**src/rtl/trigger_dispatch_pkg.sv**
```systemverilog
// Shared definitions for the trigger dispatcher: command codes, FSM states, frame length.
// Pure declarations; no latency or flow control of its own.
package trigger_dispatch_pkg;

  localparam int TRG     = 0;
  localparam int CAL     = 1;
  localparam int RES_ROC = 2;
  localparam int RES_TBM = 3;

  typedef enum logic [1:0] {
    ST_IDLE  = 2'd0,
    ST_SHIFT = 2'd1,
    ST_GAP   = 2'd2
  } state_t;

  // One start bit followed by the n-bit code.
  function automatic int frame_len(input int n);
    return n + 1;
  endfunction

endpackage

```
**src/rtl/trigger_dispatch_if.sv**
```systemverilog
// Trigger-side inputs and serial/status outputs of the dispatcher.
// master drives triggers and controls; slave is the dispatcher itself.
interface trigger_dispatch_if
  import trigger_dispatch_pkg::*;
#(
  parameter int N = 3
);
  logic         sync;
  logic         enable;
  logic [7:0]   spacing;
  logic         trg_in;
  logic [N-1:0] data_in;
  logic         cmd_out;
  logic         busy;
  logic [31:0]  trg_count;
  logic [15:0]  lost_count;

  modport master (
    output sync, enable, spacing, trg_in, data_in,
    input  cmd_out, busy, trg_count, lost_count
  );

  modport slave (
    input  sync, enable, spacing, trg_in, data_in,
    output cmd_out, busy, trg_count, lost_count
  );
endinterface

```
**src/rtl/trigger_dispatch_cmd_fifo.sv**
```systemverilog
// Pending command-code queue, DEPTH entries (power of 2), advanced only on sync cycles.
// Head visible on dout one sync after the write; push when full is ignored unless paired with pop.
module cmd_fifo #(
  parameter int N     = 3,
  parameter int DEPTH = 4
) (
  input  logic         clk,
  input  logic         reset,
  input  logic         sync,
  input  logic         push,
  input  logic         pop,
  input  logic [N-1:0] din,
  output logic [N-1:0] dout,
  output logic         empty,
  output logic         full
);
  localparam int AW = $clog2(DEPTH);

  logic [N-1:0] mem [DEPTH];
  logic [AW:0]  wr_ptr;
  logic [AW:0]  rd_ptr;
  logic         push_ok;
  logic         pop_ok;

  assign pop_ok  = sync & pop & ~empty;
  assign push_ok = sync & push & (~full | pop_ok);

  // Extra pointer MSB distinguishes full from empty when the indices meet.
  assign empty = (wr_ptr == rd_ptr);
  assign full  = (wr_ptr[AW] != rd_ptr[AW]) && (wr_ptr[AW-1:0] == rd_ptr[AW-1:0]);
  assign dout  = mem[rd_ptr[AW-1:0]];

  always_ff @(posedge clk or posedge reset) begin
    if (reset) begin
      wr_ptr <= '0;
      rd_ptr <= '0;
    end else begin
      if (push_ok) wr_ptr <= wr_ptr + 1'b1;
      if (pop_ok)  rd_ptr <= rd_ptr + 1'b1;
    end
  end

  always_ff @(posedge clk) begin
    if (push_ok) mem[wr_ptr[AW-1:0]] <= din;
  end

endmodule

```
**src/rtl/trigger_dispatch.sv**
```systemverilog
// Queues qualified triggers and serialises each as start bit + code MSB-first on cmd_out, one bit per sync.
// Start bit appears one sync after the trigger; a full queue drops triggers and counts them in lost_count.
module trigger_dispatch
  import trigger_dispatch_pkg::*;
#(
  parameter int N     = 3,
  parameter int DEPTH = 4
) (
  input  logic         clk,
  input  logic         reset,
  trigger_dispatch_if.slave bus
);
  localparam int FRAME_LEN = frame_len(N);
  localparam int BW        = $clog2(FRAME_LEN);

  state_t       state;
  state_t       state_nxt;
  logic         trg_req;
  logic         pop_req;
  logic         fifo_push;
  logic         fifo_pop;
  logic         fifo_empty;
  logic         fifo_full;
  logic [N-1:0] fifo_dout;
  logic [N-1:0] shreg;
  logic [BW-1:0] bits_left;
  logic [7:0]   gap_cnt;
  logic         cmd_nxt;
  logic         cmd_q;
  logic         busy_q;
  logic [31:0]  trg_cnt_q;
  logic [15:0]  lost_cnt_q;

  assign trg_req   = bus.sync & bus.trg_in & bus.enable;
  assign fifo_pop  = bus.sync & pop_req;
  assign fifo_push = trg_req & (~fifo_full | fifo_pop);

  cmd_fifo #(
    .N     (N),
    .DEPTH (DEPTH)
  ) u_cmd_fifo (
    .clk   (clk),
    .reset (reset),
    .sync  (bus.sync),
    .push  (fifo_push),
    .pop   (fifo_pop),
    .din   (bus.data_in),
    .dout  (fifo_dout),
    .empty (fifo_empty),
    .full  (fifo_full)
  );

  always_ff @(posedge clk or posedge reset) begin
    if (reset)         state <= ST_IDLE;
    else if (bus.sync) state <= state_nxt;
  end

  always_comb begin
    state_nxt = state;
    pop_req   = 1'b0;
    cmd_nxt   = 1'b0;
    unique case (state)
      ST_IDLE: begin
        if (!fifo_empty) begin
          pop_req   = 1'b1;
          cmd_nxt   = 1'b1;
          state_nxt = ST_SHIFT;
        end
      end
      ST_SHIFT: begin
        // bits_left counts code bits still to go after the one now on the line.
        if (bits_left == '0) state_nxt = (bus.spacing != 8'd0) ? ST_GAP : ST_IDLE;
        else                 cmd_nxt   = shreg[N-1];
      end
      ST_GAP: begin
        if (gap_cnt <= 8'd1) state_nxt = ST_IDLE;
      end
      default: state_nxt = ST_IDLE;
    endcase
  end

  always_ff @(posedge clk or posedge reset) begin
    if (reset) begin
      cmd_q      <= 1'b0;
      busy_q     <= 1'b0;
      shreg      <= '0;
      bits_left  <= '0;
      gap_cnt    <= '0;
      trg_cnt_q  <= '0;
      lost_cnt_q <= '0;
    end else if (bus.sync) begin
      cmd_q  <= cmd_nxt;
      // A pop only happens on the way into SHIFT, so with IDLE next the queue can only grow.
      busy_q <= (state_nxt != ST_IDLE) || !fifo_empty || fifo_push;

      if (pop_req) begin
        shreg     <= fifo_dout;
        bits_left <= BW'(FRAME_LEN - 1);
        if (fifo_dout == N'(TRG)) trg_cnt_q <= trg_cnt_q + 32'd1;
      end else if (state == ST_SHIFT && bits_left != '0) begin
        shreg     <= shreg << 1;
        bits_left <= bits_left - BW'(1);
      end

      if (state == ST_SHIFT && state_nxt == ST_GAP) gap_cnt <= bus.spacing;
      else if (state == ST_GAP)                     gap_cnt <= gap_cnt - 8'd1;

      if (trg_req && fifo_full && !fifo_pop && lost_cnt_q != 16'hFFFF)
        lost_cnt_q <= lost_cnt_q + 16'd1;
    end
  end

  assign bus.cmd_out    = cmd_q;
  assign bus.busy       = busy_q;
  assign bus.trg_count  = trg_cnt_q;
  assign bus.lost_count = lost_cnt_q;

endmodule

```
**src/flat_wrapper.sv**
```systemverilog
// flat-port wrapper written by rule: the top's interface ports become plain ports
module trigger_dispatch_flat import trigger_dispatch_pkg::*;
#(
  parameter int N     = 3,
  parameter int DEPTH = 4
)
  (clk, reset, bus_sync, bus_enable, bus_spacing, bus_trg_in, bus_data_in, bus_cmd_out, bus_busy, bus_trg_count, bus_lost_count);
  trigger_dispatch_if #(.N(N)) bus_i ();
  input  logic clk;
  input  logic reset;
  input wire logic [$bits(bus_i.sync)-1:0] bus_sync;
  input wire logic [$bits(bus_i.enable)-1:0] bus_enable;
  input wire logic [$bits(bus_i.spacing)-1:0] bus_spacing;
  input wire logic [$bits(bus_i.trg_in)-1:0] bus_trg_in;
  input wire logic [$bits(bus_i.data_in)-1:0] bus_data_in;
  output wire logic [$bits(bus_i.cmd_out)-1:0] bus_cmd_out;
  output wire logic [$bits(bus_i.busy)-1:0] bus_busy;
  output wire logic [$bits(bus_i.trg_count)-1:0] bus_trg_count;
  output wire logic [$bits(bus_i.lost_count)-1:0] bus_lost_count;
  assign bus_i.sync = bus_sync;
  assign bus_i.enable = bus_enable;
  assign bus_i.spacing = bus_spacing;
  assign bus_i.trg_in = bus_trg_in;
  assign bus_i.data_in = bus_data_in;
  assign bus_cmd_out = bus_i.cmd_out;
  assign bus_busy = bus_i.busy;
  assign bus_trg_count = bus_i.trg_count;
  assign bus_lost_count = bus_i.lost_count;
  trigger_dispatch #(.N(N), .DEPTH(DEPTH)) u_core (.clk(clk), .reset(reset), .bus(bus_i));
endmodule
```
**config.mk**
```make
export PLATFORM = sky130hd
export DESIGN_NAME = trigger_dispatch_flat
export DESIGN_NICKNAME = d
export VERILOG_FILES = /design/src/rtl/trigger_dispatch_pkg.sv /design/src/rtl/trigger_dispatch_if.sv /design/src/rtl/trigger_dispatch_cmd_fifo.sv /design/src/rtl/trigger_dispatch.sv /design/src/flat_wrapper.sv
export SDC_FILE = /design/constraint.sdc
export NUM_CORES = 1
export LEC_CHECK = 0
export CORE_MARGIN = 2
export CORE_UTILIZATION = 48
export CTS_BUF_LIST = sky130_fd_sc_hd__clkbuf_16
export CTS_CLUSTER_SIZE = 25
export DETAILED_ROUTE_END_ITERATION = 16
export GPL_TIMING_DRIVEN = 0
export PLACE_DENSITY = 0.75
export SLEW_MARGIN = 10
export SYNTH_ARGS = -nofsm -noshare
export SYNTH_HDL_FRONTEND = slang
export SYNTH_HIERARCHICAL = 1
export SYNTH_SLANG_ARGS = --single-unit
```
**constraint.sdc**
```tcl
create_clock -name clk -period 2.6 [get_ports clk]
set_input_delay 0.78 -clock clk [delete_from_list [all_inputs] [get_ports clk]]
set_output_delay 0.78 -clock clk [all_outputs]
set_load 0.05 [all_outputs]
```
==> results of run 1 <==
-- worst min path at each step --
| stage | cells past startpoint | start | slack (ps) | end |
|---|---|---|---|---|
| finish | 1 | u_core/bus.trg_count[31]$_DFFE_PP0P_ | 470 | u_core/bus.trg_count[31]$_DFFE_PP0P_ |
| global placement | 1 | u_core/bus.trg_count[31]$_DFFE_PP0P_ | 460 | u_core/bus.trg_count[31]$_DFFE_PP0P_ |
| CTS | 1 | u_core/bus.trg_count[31]$_DFFE_PP0P_ | 480 | u_core/bus.trg_count[31]$_DFFE_PP0P_ |
| floorplan | 2 | u_core/shreg[1]$_DFFE_PP0P_ | 450 | u_core/shreg[1]$_DFFE_PP0P_ |
| detailed placement | 1 | u_core/bus.trg_count[31]$_DFFE_PP0P_ | 460 | u_core/bus.trg_count[31]$_DFFE_PP0P_ |
| global route | 1 | u_core/bus.trg_count[31]$_DFFE_PP0P_ | 510 | u_core/bus.trg_count[31]$_DFFE_PP0P_ |
-- critical path: stages --
cell             delay, ps
clkdlybuf4s15_1        290
buf_6                  170
or4b_1                 450
buf_6                  170
clkinv_4                70
nand4_4                120
or4_4                  560
xnor2_2                140
-- metal layers --
metal	global-route usage [%]	vias up	share of wire [%]
met1	27.32	1637	44
met4	7.158	0	1.4
met3	2.935	11	3.6
li1	-	1568	-
met2	33.67	68	51
met5	0	-	0
-- power breakdown --
group,switching [mW],total (mW),internal (mW)
Sequential,0.241,1.78,1.54
Clock,0.508,1.35,0.838
Combinational,0.916,1.59,0.675
Total,1.66,4.71,3.05
-- cells in the final DEF (no fill, tap or decap), types with 3 or more instances in the layout --
master | netlist | final
dfrtp_1 | 71 | 68
clkdlybuf4s50_1 | 0 | 64
nand3_1 | 24 | 24
xnor2_1 | 24 | 24
xor2_1 | 23 | 23
nand2_1 | 23 | 21
nand4_1 | 18 | 18
inv_1 | 18 | 17
nor4_1 | 15 | 13
nor2_1 | 12 | 12
edfxtp_1 | 12 | 12
nor3_1 | 12 | 11
o21ai_0 | 11 | 11
ha_1 | 10 | 10
clkbuf_16 | 0 | 9
and3_1 | 9 | 9
buf_4 | 2 | 9
a21oi_1 | 9 | 8
clkbuf_1 | 7 | 6
and4_1 | 6 | 6
and2_1 | 9 | 6
o2bb2ai_1 | 5 | 5
a22oi_1 | 5 | 5
nor3b_1 | 4 | 4
clkinv_4 | 1 | 3
buf_6 | 1 | 3
mux2_2 | 3 | 3
a2bb2oi_1 | 3 | 3
and2_4 | 0 | 3
mux4_1 | 3 | 3
dfrtp_2 | 0 | 3
-- cell families after synthesis --
family                     Yosys count  share of synthesized area [%]
buffers and inverters               30                          3.156
adders and majority gates           10                          2.950
xor gates and xnor gates            51                          11.50
muxes                                9                          3.481
AOI/OAI and AO/OA                   50                          8.496
DFF                                 83                          50.38
and+or+nand+nor                    147                          20.03
-- cell type report --
type / count / area [um2] / area share [%]
Buffer: 10 / 63.81 / 1.153
Clock buffer: 9 / 225.2 / 4.071
Clock inverter: 7 / 91.34 / 1.651
Inverter: 19 / 78.83 / 1.425
Multi-Input combinational cell: 267 / 2059 / 37.22
Sequential cell: 83 / 2141 / 38.69
Tap cell: 108 / 135.1 / 2.442
Timing Repair Buffer: 74 / 738.2 / 13.34
-- timing repair --
| item | CTS | global route |
|---|---|---|
| setup buffers | 2 | 6 |
| gates cloned | 0 | 0 |
| pin swaps | 2 | 4 |
| setup endpoints to repair | 43 | 35 |
| resized for setup | 14 | 10 |
-- state kept, by name, indices dropped and copies added, names as in the netlist --
signal and flops:
u_core/bits_left 2, u_core/bus.busy 1, u_core/bus.cmd_out 1, u_core/bus.lost_count 16
u_core/bus.trg_count 32, u_core/gap_cnt 8, u_core/shreg 3, u_core/state 2
u_core/u_cmd_fifo/mem 12, u_core/u_cmd_fifo/rd_ptr 3, u_core/u_cmd_fifo/wr_ptr 3
==> results.sh, run 1 <==
export IMPL_status="complete, no violations"
export IMPL_netlist_area_um2=4242
export IMPL_postLayoutCoreUtil_pct=64.07
export IMPL_synth_top_area_share_pct=41.89
export IMPL_die_height_um=98.01
export IMPL_slew_viol_final=0
export IMPL_grt_max_degree=62
export IMPL_ir_drop_v=0.0007094
export IMPL_power_density_nw_per_um2=852.0
export IMPL_cts_root_buf="clkbuf_16"
export IMPL_hold_viol_final=0
export IMPL_slew_limit_headroom_pct=53.29
export IMPL_synthArstFlopShare_pct=85.54
export IMPL_synthMostInstantiatedCell="dfrtp_1"
export IMPL_cts_sinks=83
export IMPL_syn_nets=406
export IMPL_synth_top_area_cell="dfrtp_1"
export IMPL_gp_congestion=0.8542
export IMPL_post_route_min_period_ps=2542
export IMPL_clk_latency_ps=330
export IMPL_totalNegativeSetupSlack_ps=0
export IMPL_die_w_um=98.01
export IMPL_placed_area_um2=5057
export IMPL_ctsHtreeMaxLevel=3
export IMPL_drtIter0Drc=162
export IMPL_firstDrtPassIters=5
export IMPL_initial_core_util_pct=49.12
export IMPL_tightestPinTransition_ps=695.3
export IMPL_postRouteAntennaNets=0
export IMPL_timing_hold_ws_ps=468.4
export IMPL_synth_edf_count=12
export IMPL_arrival_ps=2750
export IMPL_layout_setup_ws_ps=58.40
export IMPL_antenna_found_initial=0
export IMPL_synth_cells=380
export IMPL_place_inst=554
export IMPL_vias_per_cell=5.692
export IMPL_worstHoldPathType="register to register"
export IMPL_timing_rr_end="u_core/bus.trg_count[29]$_DFFE_PP0P_"
export IMPL_grt_remaining_overflow=0
export IMPL_via_count=3284
export IMPL_endpoint="u_core/bus.trg_count[29]$_DFFE_PP0P_"
export IMPL_wl_per_cell_um=16.26
export IMPL_drcViolationCount=0
export IMPL_dp_slack_ps=-797.8
export IMPL_track_usage_pct=20.26
export IMPL_fin_crit_sh_pct=97.75
export IMPL_cp_startpoint="bus_sync"
export IMPL_fmax_ghz=0.3935
export IMPL_ys_seq_elements=83
export IMPL_synthTopCellsByArea="dfrtp_1, edfxtp_1, xnor2_1, xor2_1, ha_1"
export IMPL_critPathCaptureType="register"
export IMPL_r2r_start="u_core/u_cmd_fifo/wr_ptr[1]$_DFFE_PP0P_"
export IMPL_synth_top_flop_cell="dfrtp_1"
export IMPL_core_area_um2=8636
export IMPL_hpwl_um=6570
export IMPL_leakage_nw=2.348
export IMPL_critPathMaxFanout=10
export IMPL_numCtsBuffers=9
export IMPL_wirelength_um=9383
export IMPL_reg2reg_slack_ps=70
export IMPL_drive_gt1_share_pct=13.01
export IMPL_final_area_um2=5533
export IMPL_cp_data_required_time_ps=2810
export IMPL_power_mw=4.714
export IMPL_setup_viol=0
export IMPL_yosys_warnings=6
export IMPL_ys_seq_area_share_pct=50.38
export IMPL_synthDistinctLibCells=58
export IMPL_critical_path_class="input port to register"
export IMPL_cts_hold_buf=0
export IMPL_row_count=34
export IMPL_antennaDiodeCount=0
export IMPL_cts_tree="done"
export IMPL_final_cell_count_no_fill=577
export IMPL_path_clk_slew_ps=70
export IMPL_drv_cap=0
export IMPL_syn_avg_cell_area_um2=11.16
export IMPL_first_global_vias=3272
export IMPL_fin_nets=490
export IMPL_dieArea_um2=9605
export IMPL_io_pins=66
export IMPL_crit_path_start_kind="input port"
export IMPL_grt_pass1_wl_um=15870
export IMPL_syn_to_final_growth_pct=30.44
export IMPL_clock_skew_ps=7.958
export IMPL_yosys_top_cells_count="dfrtp_1, nand3_1, xnor2_1, nand2_1, xor2_1"
export IMPL_nFillCells=677
export IMPL_reg2reg_depth=9
export IMPL_io_buffers=65
export IMPL_clk_path_buf_depth=2
Power figures use the tool's default switching activity.
==> run 2, diff against run 1 <==
--- a/config.mk
+++ b/config.mk
@@ -5,13 +5,14 @@
 export SDC_FILE = /design/constraint.sdc
 export NUM_CORES = 1
 export LEC_CHECK = 0
+export ABC_AREA = 1
 export CORE_MARGIN = 2
 export CORE_UTILIZATION = 48
-export CTS_BUF_LIST = sky130_fd_sc_hd__clkbuf_16
+export CTS_BUF_LIST = sky130_fd_sc_hd__clkbuf_8
 export CTS_CLUSTER_SIZE = 25
 export DETAILED_ROUTE_END_ITERATION = 16
 export GPL_TIMING_DRIVEN = 0
-export PLACE_DENSITY = 0.75
+export PLACE_DENSITY = 0.74
 export SLEW_MARGIN = 10
 export SYNTH_ARGS = -nofsm -noshare
 export SYNTH_HDL_FRONTEND = slang
==> run 2 against run 1 <==
Effect of this change: sequential power about the same; global-route usage up 1.6 points; design area up 11%; highest routed layer unchanged.
==> results.sh, run 2 <==
export IMPL_cts_root_buf="clkbuf_8"
export IMPL_synth_top_area_share_pct=34.92
export IMPL_cts_hold_buf=0
export IMPL_synth_top_area_cell="dfrtp_1"
export IMPL_timing_rr_end="u_core/u_cmd_fifo/mem[0][1]$_DFFE_PP_"
export IMPL_syn_avg_cell_area_um2=7.137
export IMPL_wirelength_um=11700
export IMPL_final_cell_mix="nand2_1, nor2_1, inv_1"
export IMPL_worstHoldPathType="register to register"
export IMPL_postLayoutCoreUtil_pct=59.58
export IMPL_cts_sinks=83
export IMPL_tightestPinTransition_ps=554.8
export IMPL_hpwl_um=8800
export IMPL_core_area_um2=10320
export IMPL_fmax_ghz=0.4056
export IMPL_io_buffers=65
export IMPL_cp_cell_sequence="clkdlybuf4s50_1"
export IMPL_endpoint="bus_trg_count[17]"
export IMPL_post_route_min_period_ps=2466
export IMPL_crit_path_start_kind="register"
export IMPL_slew_limit_headroom_pct=62.90
export IMPL_setup_viol=0
export IMPL_wl_per_cell_um=12.57
export IMPL_worst_path_buf_inv=1
export IMPL_die_w_um=107.0
export IMPL_grt_pass1_wl_um=20130
export IMPL_layout_commonest_cell="nand2_1"
export IMPL_hold_viol_final=0
export IMPL_synth_top_flop_cell="dfrtp_1"
export IMPL_reg2reg_depth=14
export IMPL_grt_max_degree=66
export IMPL_ir_drop_v=0.0004034
export IMPL_drv_cap=0
export IMPL_leakage_nw=2.953
export IMPL_final_cell_count_no_fill=931
export IMPL_power_density_nw_per_um2=717.5
export IMPL_track_usage_pct=21.87
export IMPL_netlist_area_um2=5089
export IMPL_fin_crit_sh_pct=94.84
export IMPL_pwr_share_seq_pct=39.7
export IMPL_syn_nets=739
export IMPL_post_cts_setup_buffers=0
export IMPL_clk_latency_ps=350
export IMPL_synth_edf_count=12
export IMPL_firstDrtPassIters=5
export IMPL_via_count=4707
export IMPL_synthDistinctLibCells=35
export IMPL_status="complete, no violations"
export IMPL_cp_top_family="buffers and inverters"
export IMPL_numCtsBuffers=9
export IMPL_cts_tree="done"
export IMPL_synthMostInstantiatedCell="nand2_1"
export IMPL_ctsHtreeMaxLevel=3
export IMPL_gp_congestion=0.9305
export IMPL_ctsResizeCount=0
export IMPL_fin_nets=816
export IMPL_clk_path_buf_depth=2
export IMPL_r2r_start="u_core/u_cmd_fifo/wr_ptr[1]$_DFFE_PP0P_"
export IMPL_die_height_um=107.0
export IMPL_cpPeakStageDelay_ps=850
export IMPL_place_inst=915
export IMPL_synthTopCellsByArea="dfrtp_1, nand2_1, edfxtp_1, nor2_1, inv_1"
export IMPL_slew_viol_final=0
export IMPL_largest_reg_flops=32
export IMPL_postRouteAntennaNets=0
export IMPL_grt_remaining_overflow=0
export IMPL_placed_area_um2=5939
export IMPL_initial_core_util_pct=49.29
export IMPL_clock_power_share_pct=20.9
export IMPL_worst_path_max_delay_cell="clkdlybuf4s50_1"
export IMPL_ys_seq_area_share_pct=42.00
export IMPL_cp_depth=1
export IMPL_p_switching_mw=1.823
export IMPL_final_area_um2=6151
export IMPL_drtIter0Drc=277
export IMPL_critical_path_class="register to primary output"
export IMPL_path_clk_slew_ps=90
export IMPL_cp_data_required_time_ps=1820
export IMPL_first_global_vias=4464
export IMPL_combPwrFrac_pct=39.3
export IMPL_rsz0062_at_grt="no"
export IMPL_vias_per_cell=5.056
export IMPL_dieArea_um2=11440
export IMPL_yosys_warnings=6
export IMPL_io_pins=66
export IMPL_critPathMaxFanout=6
export IMPL_cp_startpoint="u_core/bus.trg_count[17]$_DFFE_PP0P_"
export IMPL_yosys_top_cells_count="nand2_1, nor2_1, inv_1, dfrtp_1, nand3_1"
export IMPL_synth_cells=713
export IMPL_reg2reg_slack_ps=280
export IMPL_clock_skew_ps=12.96
export IMPL_critPathCaptureType="primary output"
export IMPL_arrival_ps=1690
export IMPL_swShare_pct=41.30
export IMPL_ys_seq_elements=83
export IMPL_antenna_found_initial=0
export IMPL_synthArstFlopShare_pct=85.54
export IMPL_antennaDiodeCount=0
export IMPL_syn_to_final_growth_pct=20.88
export IMPL_drcViolationCount=0
export IMPL_row_count=37
export IMPL_holdCritStartpoint="u_core/shreg[0]$_DFFE_PP0P_"
export IMPL_drive_gt1_share_pct=7.044
export IMPL_p_int_mw=2.591
==> run 2: cell count changes after synthesis, moves of 9 or more <==
cell | previous run | this run
and2_1 | 9 | 0
and3_1 | 9 | 0
inv_1 | 18 | 76
nand2_1 | 23 | 299
nand3_1 | 24 | 45
nand4_1 | 18 | 8
nor2_1 | 12 | 94
nor3_1 | 12 | 1
nor4_1 | 15 | 0
o21ai_0 | 11 | 20
xnor2_1 | 24 | 12
==> run 2: cells by family (layout without fill, tap and decap cells) <==
group / after synthesis / count (layout) / share of synthesized area, %
AND/OR/NAND/NOR: 474 / 474 / 39.59
buffers and inverters: 86 / 168 / 6.958
flip-flops: 83 / 83 / 42.00
XOR/XNOR: 31 / 31 / 5.704
AO/OA/AOI/OAI: 29 / 29 / 3.295
adder cells (fa/ha/maj): 10 / 10 / 2.459
==> run 2: how the worst min path moves through the flow <==
| stage | slack, ps | cells after the start | endpoint |
|---|---|---|---|
| after floorplan | 440 | 2 | u_core/shreg[0]$_DFFE_PP0P_ |
| after global placement | 460 | 2 | u_core/shreg[0]$_DFFE_PP0P_ |
| after detailed placement | 480 | 2 | u_core/bus.cmd_out$_DFFE_PP0P_ |
| after CTS | 500 | 2 | u_core/bus.cmd_out$_DFFE_PP0P_ |
| after global routing | 540 | 2 | u_core/shreg[0]$_DFFE_PP0P_ |
| final | 490 | 2 | u_core/shreg[0]$_DFFE_PP0P_ |
==> run 2: routing by layer <==
layer	part of all wire (%)	global-route usage, %	wire (um)
met4	1.4	7.978	167
met2	49	36.90	5682
met1	46	29.04	5360
met5	0	0	0
met3	4.2	2.614	491
==> run 2: layout make-up <==
type | count | area [um2]
Fill cell | 952 | 4173
Multi-Input combinational cell | 544 | 2610
Sequential cell | 83 | 2138
Timing Repair Buffer | 66 | 683.2
Inverter | 80 | 305.3
Tap cell | 136 | 170.2
Clock buffer | 9 | 123.9
Clock inverter | 7 | 68.82
Buffer | 6 | 51.30
==> run 2: power by group through the flow <==
stage                     Clock, mW  Sequential, mW  Combinational, mW
after floorplan                   0            1.90               1.18
after detailed placement          0            1.78               1.73
final                         0.924            1.75               1.74
after global placement            0            1.76               1.66
after CTS                     0.951            1.75               1.73
after global routing           1.01            1.79               1.97
==> run 2: worst min-delay path, delay by kind of cell, from the launching register on <==
kind	cells	cell delay, ps
flip-flops	1	360
AND/OR/NAND/NOR	2	110
==> run 2: stage by stage <==
| step | hold WS (ps) | setup TNS (ps) | setup WS [ps] | total power [mW] |
|---|---|---|---|---|
| floorplan | 442.2 | 0 | 193.5 | 3.077 |
| global placement | 458.7 | -69520 | -1020 | 3.428 |
| detailed placement | 477.2 | -4015 | -351.7 | 3.508 |
| CTS | 499.2 | 0 | 19.95 | 4.438 |
| global route | 537.1 | 0 | 57.96 | 4.773 |
| finish | 494.5 | 0 | 134.2 | 4.413 |
==> run 3, diff against run 2 <==
--- a/config.mk
+++ b/config.mk
@@ -12,6 +12,7 @@
 export CTS_CLUSTER_SIZE = 25
 export DETAILED_ROUTE_END_ITERATION = 16
 export GPL_TIMING_DRIVEN = 0
+export MAX_ROUTING_LAYER = met4
 export PLACE_DENSITY = 0.74
 export SLEW_MARGIN = 10
 export SYNTH_ARGS = -nofsm -noshare
==> run 3 against run 2 <==
Effect of this change: combinational power about the same; global-route usage up 0.079 points; die area unchanged; register-to-register slack about the same; sequential power about the same; via count down 2.6%.
==> results.sh, run 3 (synthesis results as in run 2) <==
export IMPL_status="complete, no violations"
export IMPL_firstDrtPassIters=5
export IMPL_setup_viol=0
export IMPL_slew_viol_final=0
export IMPL_clock_skew_ps=10.43
export IMPL_rsz0062_at_grt="no"
export IMPL_worst_path_max_delay_cell="clkdlybuf4s50_1"
export IMPL_multi_input_area_um2=2605
export IMPL_post_route_min_period_ps=2463
export IMPL_wirelength_um=11660
export IMPL_nFillCells=939
export IMPL_placed_area_um2=5939
export IMPL_wl_per_cell_um=12.53
export IMPL_final_cell_mix="nand2_1, nor2_1, inv_1"
export IMPL_tightestPinTransition_ps=536.5
export IMPL_ir_drop_v=0.0003434
export IMPL_gp_congestion=0.9488
export IMPL_slew_limit_headroom_pct=64.12
export IMPL_numCtsBuffers=9
export IMPL_ctsHtreeMaxLevel=3
export IMPL_cts_tree="done"
export IMPL_initial_core_util_pct=49.29
export IMPL_via_count=4585
export IMPL_grt_remaining_overflow=0
export IMPL_hold_path_depth=2
export IMPL_worstHoldPathType="register to register"
export IMPL_hpwl_um=8797
export IMPL_row_count=37
export IMPL_core_area_um2=10320
export IMPL_cpPeakStageDelay_ps=850
export IMPL_track_usage_pct=21.95
export IMPL_cts_root_buf="clkbuf_8"
export IMPL_cp_top_family="buffers and inverters"
export IMPL_critical_path_class="register to primary output"
export IMPL_die_w_um=107.0
export IMPL_clk_latency_ps=350
export IMPL_fin_crit_sh_pct=94.71
export IMPL_place_inst=915
export IMPL_antennaDiodeCount=0
export IMPL_io_pins=66
export IMPL_largest_reg_flops=32
export IMPL_grt_pass1_wl_um=19660
export IMPL_ctsResizeCount=0
export IMPL_final_area_um2=6145
export IMPL_antenna_found_initial=0
export IMPL_regArea_um2=2138
export IMPL_reg2reg_depth=14
export IMPL_drcViolationCount=0
export IMPL_vias_per_cell=4.925
export IMPL_cts_sinks=83
export IMPL_grt_max_degree=66
export IMPL_drive_gt1_share_pct=6.792
export IMPL_fin_nets=816
export IMPL_reg2reg_slack_ps=270
export IMPL_dieArea_um2=11440
export IMPL_cp_depth=1
export IMPL_post_cts_setup_buffers=0
export IMPL_cp_data_required_time_ps=1820
export IMPL_drv_cap=0
export IMPL_arrival_ps=1680
export IMPL_cp_cell_sequence="clkdlybuf4s50_1"
export IMPL_cts_hold_buf=0
export IMPL_worst_path_buf_inv=1
export IMPL_fmax_ghz=0.4061
export IMPL_totalNegativeSetupSlack_ps=0
export IMPL_crit_path_start_kind="register"
export IMPL_first_global_vias=4352
export IMPL_power_mw=4.433
export IMPL_power_density_nw_per_um2=721.4
export IMPL_critPathMaxFanout=7
export IMPL_clk_path_buf_depth=2
export IMPL_postRouteAntennaNets=0
export IMPL_io_buffers=65
export IMPL_postLayoutCoreUtil_pct=59.52
export IMPL_drtIter0Drc=235
export IMPL_hold_viol_final=0
export IMPL_leakage_nw=2.962
export IMPL_final_cell_count_no_fill=931
export IMPL_layout_commonest_cell="nand2_1"
export IMPL_path_clk_slew_ps=90
export IMPL_syn_to_final_growth_pct=20.75
export IMPL_critPathCaptureType="primary output"
export IMPL_die_height_um=107.0
[run 3: cell types whose count changed in the layout (fill, tap and decap cells not counted)]
cell / previous run / this run
clkinvlp_4: 3 / 1
nor2_1: 89 / 91
nor2_2: 9 / 7
clkinv_2: 0 / 1
inv_6: 1 / 2
[run 3: path summary, 6_finish.rpt]
| check | start | endpoint |
|---|---|---|
| setup / recovery | u_core/bus.trg_count[26]$_DFFE_PP0P_ | bus_trg_count[26] |
| hold / removal | u_core/shreg[0]$_DFFE_PP0P_ | u_core/shreg[0]$_DFFE_PP0P_ |
| setup reg to reg | u_core/u_cmd_fifo/wr_ptr[1]$_DFFE_PP0P_ | u_core/u_cmd_fifo/mem[2][1]$_DFFE_PP_ |
| hold reg to reg | u_core/shreg[0]$_DFFE_PP0P_ | u_core/shreg[0]$_DFFE_PP0P_ |
| max in group asynchronous | reset | u_core/bus.lost_count[5]$_DFFE_PP0P_ |
| min in group asynchronous | reset | u_core/u_cmd_fifo/wr_ptr[0]$_DFFE_PP0P_ |
[run 3: cell type report]
class / instances / area share, %
multi-input cells: 544 / 42.39
clock inverters: 7 / 1.100
well taps: 136 / 2.769
flip-flops and latches: 83 / 34.80
repair buffers: 66 / 11.12
inverters: 80 / 4.968
plain buffers: 6 / 0.8349
clock buffers: 9 / 2.016
[run 3: through the flow]
stage	worst slack (ps)	hold WS, ps
after floorplan	193.5	442.2
after global placement	-1019	458.8
after detailed placement	-347.1	458.3
after CTS	20.67	481.4
after global routing	22.29	522.9
final	137.4	475.4
[run 3: power by group]
part | internal, mW | leakage [nW] | switching (mW)
combinational | 0.628 | 1.82 | 1.12
clock | 0.443 | 0.0989 | 0.487
sequential | 1.52 | 1.04 | 0.235
[run 3: metal layers]
metal / share of wire, % / global-route usage [%] / vias up / wire length, um
li1: - / - / 2366 / -
met1: 47 / 27.86 / 2097 / 5453
met2: 49 / 36.31 / 105 / 5670
met3: 3.2 / 2.736 / 17 / 369
met4: 1.5 / 8.071 / 0 / 170
met5: 0 / - / - / 0
==> patch 1, RTL diff (flow settings as in run 2) <==
Encoding of `state_t`: now one-hot (3 bits for 3 states).
--- a/src/rtl/trigger_dispatch_pkg.sv
+++ b/src/rtl/trigger_dispatch_pkg.sv
@@ -9,6 +9,6 @@
 
-  typedef enum logic [1:0] {
-    ST_IDLE  = 2'd0,
-    ST_SHIFT = 2'd1,
-    ST_GAP   = 2'd2
+  typedef enum logic [2:0] {
+    ST_IDLE  = 3'b001,
+    ST_SHIFT = 3'b010,
+    ST_GAP   = 3'b100
   } state_t;
Behaviour: no difference found for any inputs over 10 cycles, from zero or initial values and one cycle with reset high; not proved beyond that.
==> patch 1 against run 2 <==
  * Sequential cell count grew 1
  * Sequential power grew 5%
  * Power grew 10%
  * Sequential share of layout area grew 1.2 points
  * Wire length shrank 7.4%
  * Global-route usage shrank 1.4 points
  * Synthesized area shrank 2.8%
  * Count of clock-buffer cells in the layout is the same
  * Worst setup slack lost 34 ps
  * Cell area shrank 2.1%
  * Non-clock buffer count grew 2
  * Fmax shrank 1.4%
==> patch 1: results (changes against run 2) <==
- Clock Latency Late Sink: 370 ps (+20 ps)
- Placed instance area: 5800 um2 (-2.4%)
- Hold slack final: 488 ps (-6.75 ps)
- Place WS: -142 ps (+210 ps)
- Slew of the pin with the lowest slew margin: 511 ps (-43.9 ps)
- VDD IR-drop max: 0.442 mV (+9.7%)
- DP HPWL: 8160 um (-7.2%)
- Overall Global Routing Usage: 20.5% (-1.4 points)
- Worst setup path endpoint: bus_lost_count[0]
- Final worst path period share: 96.1% (+1.3 points)
- Non-Filler Instances: 879 (-5.6%)
- FF-to-FF setup slack: 250 ps (-30 ps)
- Pin count of the biggest net entering global routing: 57 (-14%)
- Layout cells sized above 1: 7.13% (+0.089 points)
- First-pass GRT wire length: 18,600 um (-7.7%)
- Clock Skew: 14.8 ps (+1.86 ps)
- Synthesized area divided by synthesized cell count: 7.49 um2 (+4.9%)
- LEAKAGE: 2.91 nW (-1.6%)
- Final hold vios: 0 (unchanged)
- Vias in the first global route: 4,149 (-7.1%)
- Crit-path max FO: 7 (+1)
- Routed wire length: 10,800 um (-7.4%)
- FF-to-FF End: u_core/u_cmd_fifo/mem[1][1]
- Number of library cell types mapped by synthesis: 31 (-11%)
- Seq/Total Area, Yosys: 43.7% (+1.7 points)
- Synth top area cells: dfrtp_1 (36%), nand2_1 (18%), edfxtp_1 (7.3%)
- Asr flop ratio synth: 85.7% (+0.17 points)
- # nets final: 764 (-6.4%)
- Status: finished clean
- Switching portion of total power: 42.0% (+0.74 points)
- Dpl cells: 863 (-5.7%)
- GPL Wtd Cong: 0.905 (-2.8%)
- Mapped Nets: 687 (-7.0%)
- DR iter-0 viols: 206 (-26%)
- Hold Path End: u_core/shreg[1]
- Critical path startpoint: u_core/bus.lost_count[0]
- Fillers: 928 (-2.5%)
## patch 1: worst reg2reg max path, cell delays in order (launching register included)
cell and delay, ps:
dfrtp_1 460, inv_1 120, nand2_1 70, nand2_1 120, nand3_2 160, inv_1 70
inv_1 130, nand4_4 160, nand2_1 90, nand2_1 60, inv_1 50, nand2_1 50
inv_1 160, nand2_4 100, nor2_1 240
## patch 1: power by group through the flow
stage	logic [mW]	registers (mW)	clock network [mW]
after floorplan	1.22	2.10	0
after global placement	1.88	1.86	0
after detailed placement	1.96	1.87	0
after CTS	1.97	1.85	1.08
after global routing	2.19	1.88	1.14
final	1.96	1.84	1.06
## patch 1: per-layer routing
metal	vias to the layer above	track usage, %	part of all wire, %
li1	2197	-	-
met1	2041	26.7	46
met2	108	34.4	48
met3	14	4.64	4.3
met4	0	5.45	1.2
met5	-	0	0
## patch 1: logic make-up after synthesis
family | after synthesis | share of synthesized area, %
compound gates | 34 | 3.57
xor+xnor | 38 | 7.10
fa+ha+maj | 10 | 2.53
buf+inv | 98 | 7.94
flops | 84 | 43.7
simple gates | 397 | 35.1
## patch 1: final cells by class
cell class              count  area [um2]  share of cell area, %
repair buffers             66         678                   11.3
inverters                  90         340                   5.65
well taps                 136         170                   2.83
flip-flops and latches     84        2160                   35.9
multi-input cells         479        2390                   39.7
clock buffers               9         124                   2.06
clock inverters             7        97.6                   1.62
plain buffers               8        55.1                  0.914
==> patch 2, RTL diff (config.mk and constraints of run 2) <==
Without the edit above. `N` is set to 3 in 4 places; all go to 2.
--- a/src/rtl/trigger_dispatch_if.sv
+++ b/src/rtl/trigger_dispatch_if.sv
@@ -5,3 +5,3 @@
 #(
-  parameter int N = 3
+  parameter int N = 2
 );
--- a/src/rtl/trigger_dispatch_cmd_fifo.sv
+++ b/src/rtl/trigger_dispatch_cmd_fifo.sv
@@ -3,3 +3,3 @@
 module cmd_fifo #(
-  parameter int N     = 3,
+  parameter int N     = 2,
   parameter int DEPTH = 4
--- a/src/rtl/trigger_dispatch.sv
+++ b/src/rtl/trigger_dispatch.sv
@@ -5,3 +5,3 @@
 #(
-  parameter int N     = 3,
+  parameter int N     = 2,
   parameter int DEPTH = 4
--- a/src/flat_wrapper.sv
+++ b/src/flat_wrapper.sv
@@ -3,3 +3,3 @@
 #(
-  parameter int N     = 3,
+  parameter int N     = 2,
   parameter int DEPTH = 4
Ports: changed (resized bus_data_in); port bits go from 66 to 65. The function was not compared with the original's and may differ.
==> patch 2 against run 2 <==
  * Global-route usage decreased by 0.20 points
  * Cell area down 4.0%
  * Sequential cell count is 5 lower
  * Largest cell class unchanged
  * Wire length decreased by 4.8%
  * Non-clock buffer count is 1 lower
  * Synthesized area fell by 5.0%
  * Worst setup slack hardly changed
  * Critical path depth did not move
  * Core utilization increased by 0.85 points
  * Power down 1.0%
==> patch 2: results (changes against run 2) <==
- Status: finished clean
- Clock Pin Slew Worst Setup and Hold Paths: 80 ps
- Critical path startpoint: u_core/bus.trg_count[19]
- Flop pwr share: 37.9% (-1.8 points)
- Switching portion of total power: 39.7% (-1.6 points)
- Crit-path max FO: 5 (-1)
- Vias in the first global route: 4,295 (-3.8%)
- Dpl cells: 888 (-3.0%)
- # nets final: 791 (-3.1%)
- Hold depth: 2 (unchanged)
- GPL Wtd Cong: 0.914 (-1.8%)
- Seq/Total Area, Yosys: 41.2% (-0.77 points)
- Number of library cell types mapped by synthesis: 35 (unchanged)
- Asr flop ratio synth: 89.7% (+4.2 points)
- Flop+latch power: 1.65 mW (-6%)
- Max reg flops: 32 (unchanged)
- Clock Latency Late Sink: 350 ps (about the same)
- Min cycle time layout: 2470 ps (+0.278 ps)
- FF-to-FF setup slack: 250 ps (-30 ps)
- Clock Skew: 7.08 ps (-5.88 ps)
- First-pass GRT wire length: 19,200 um (-4.5%)
- Mapped Nets: 715 (-3.2%)
- # diodes: 0 (unchanged)
- Hold Path End: u_core/shreg[0]
- Postcts setup bufs: 0 (unchanged)
- FF-to-FF End: u_core/u_cmd_fifo/mem[0][1]
- CP arrival: 1690 ps (about the same)
- Via count: 4,495 (-4.5%)
- Overall Global Routing Usage: 21.7% (-0.20 points)
- Worst setup path endpoint: bus_trg_count[19]
- VDD IR-drop max: 0.409 mV (+1.3%)
- Pin count of the biggest net entering global routing: 64 (-3.0%)
- Hold path start: u_core/shreg[0]
- EDFF count, synth: 8 (-4)
- P_clk: 1.09 mW (+18%)
- Slowest CP cell: clkdlybuf4s50_1
- Critical path endpoint category: output pin
- I/O Buffers: 64 (-1.5%)
- DR iter-0 viols: 256 (-7.6%)
- Cells after synthesis: 690 (-3.2%)
- Max transition margin: 63.6% (+0.69 points)
- WL/cell: 12.3 um (-2.0%)
- Placed instance area: 5670 um2 (-4.6%)
- Vias per inst: 4.97 (-1.7%)
- Layout cells sized above 1: 6.23% (-0.82 points)
- Reg2reg path depth: 12 (-2)
- Worst path max stage delay: 860 ps
- DP HPWL: 8350 um (-5.1%)
- Synth top area cells: dfrtp_1 (36%), nand2_1 (23%), nor2_1 (6.9%)
- Ys Warns: 6 (unchanged)
- Synth top cells by count: nand2_1 (291), nor2_1 (89), dfrtp_1 (70), inv_1 (70), nand3_1 (45)
- LEAKAGE: 2.78 nW (-6.0%)
- Hold slack final: 478 ps (-16.6 ps)
- Max Root-Sink Buffers: 2 (unchanged)
- Place WS: -42.2 ps (+309 ps)
patch 2: changes by cell type after synthesis, moves of 3 or more:
cell      before  now
edfxtp_1      12    8
inv_1         76   70
nand2_1      299  291
nand4_1        8   11
nor2_1        94   89
nor2_2         4    7
nor3_1         1    5
o21ai_0       20   16
patch 2: final cells by class:
class	count	area, um2
fill	915	3870
clock inverter	7	114
tap	133	166
timing repair buffer	65	668
sequential	78	1990
inverter	74	288
multi-input combinational	532	2510
clock buffer	9	124
buffer	6	47.5
patch 2: logic make-up after synthesis:
kind of cell,count (synthesis),synth area share (%)
fa+ha+maj,10,2.59
flops,78,41.2
simple gates,467,40.8
compound gates,25,2.93
buf+inv,80,6.89
xor+xnor,30,5.59
patch 2: per-layer routing:
layer / share of wire (%) / track usage (%) / vias to the layer above
met4: 1.1 / 6.95 / 0
met2: 48 / 36.1 / 123
met3: 5.6 / 4.51 / 12
met5: 0 / 0 / -
li1: - / - / 2297
met1: 45 / 28.2 / 2063
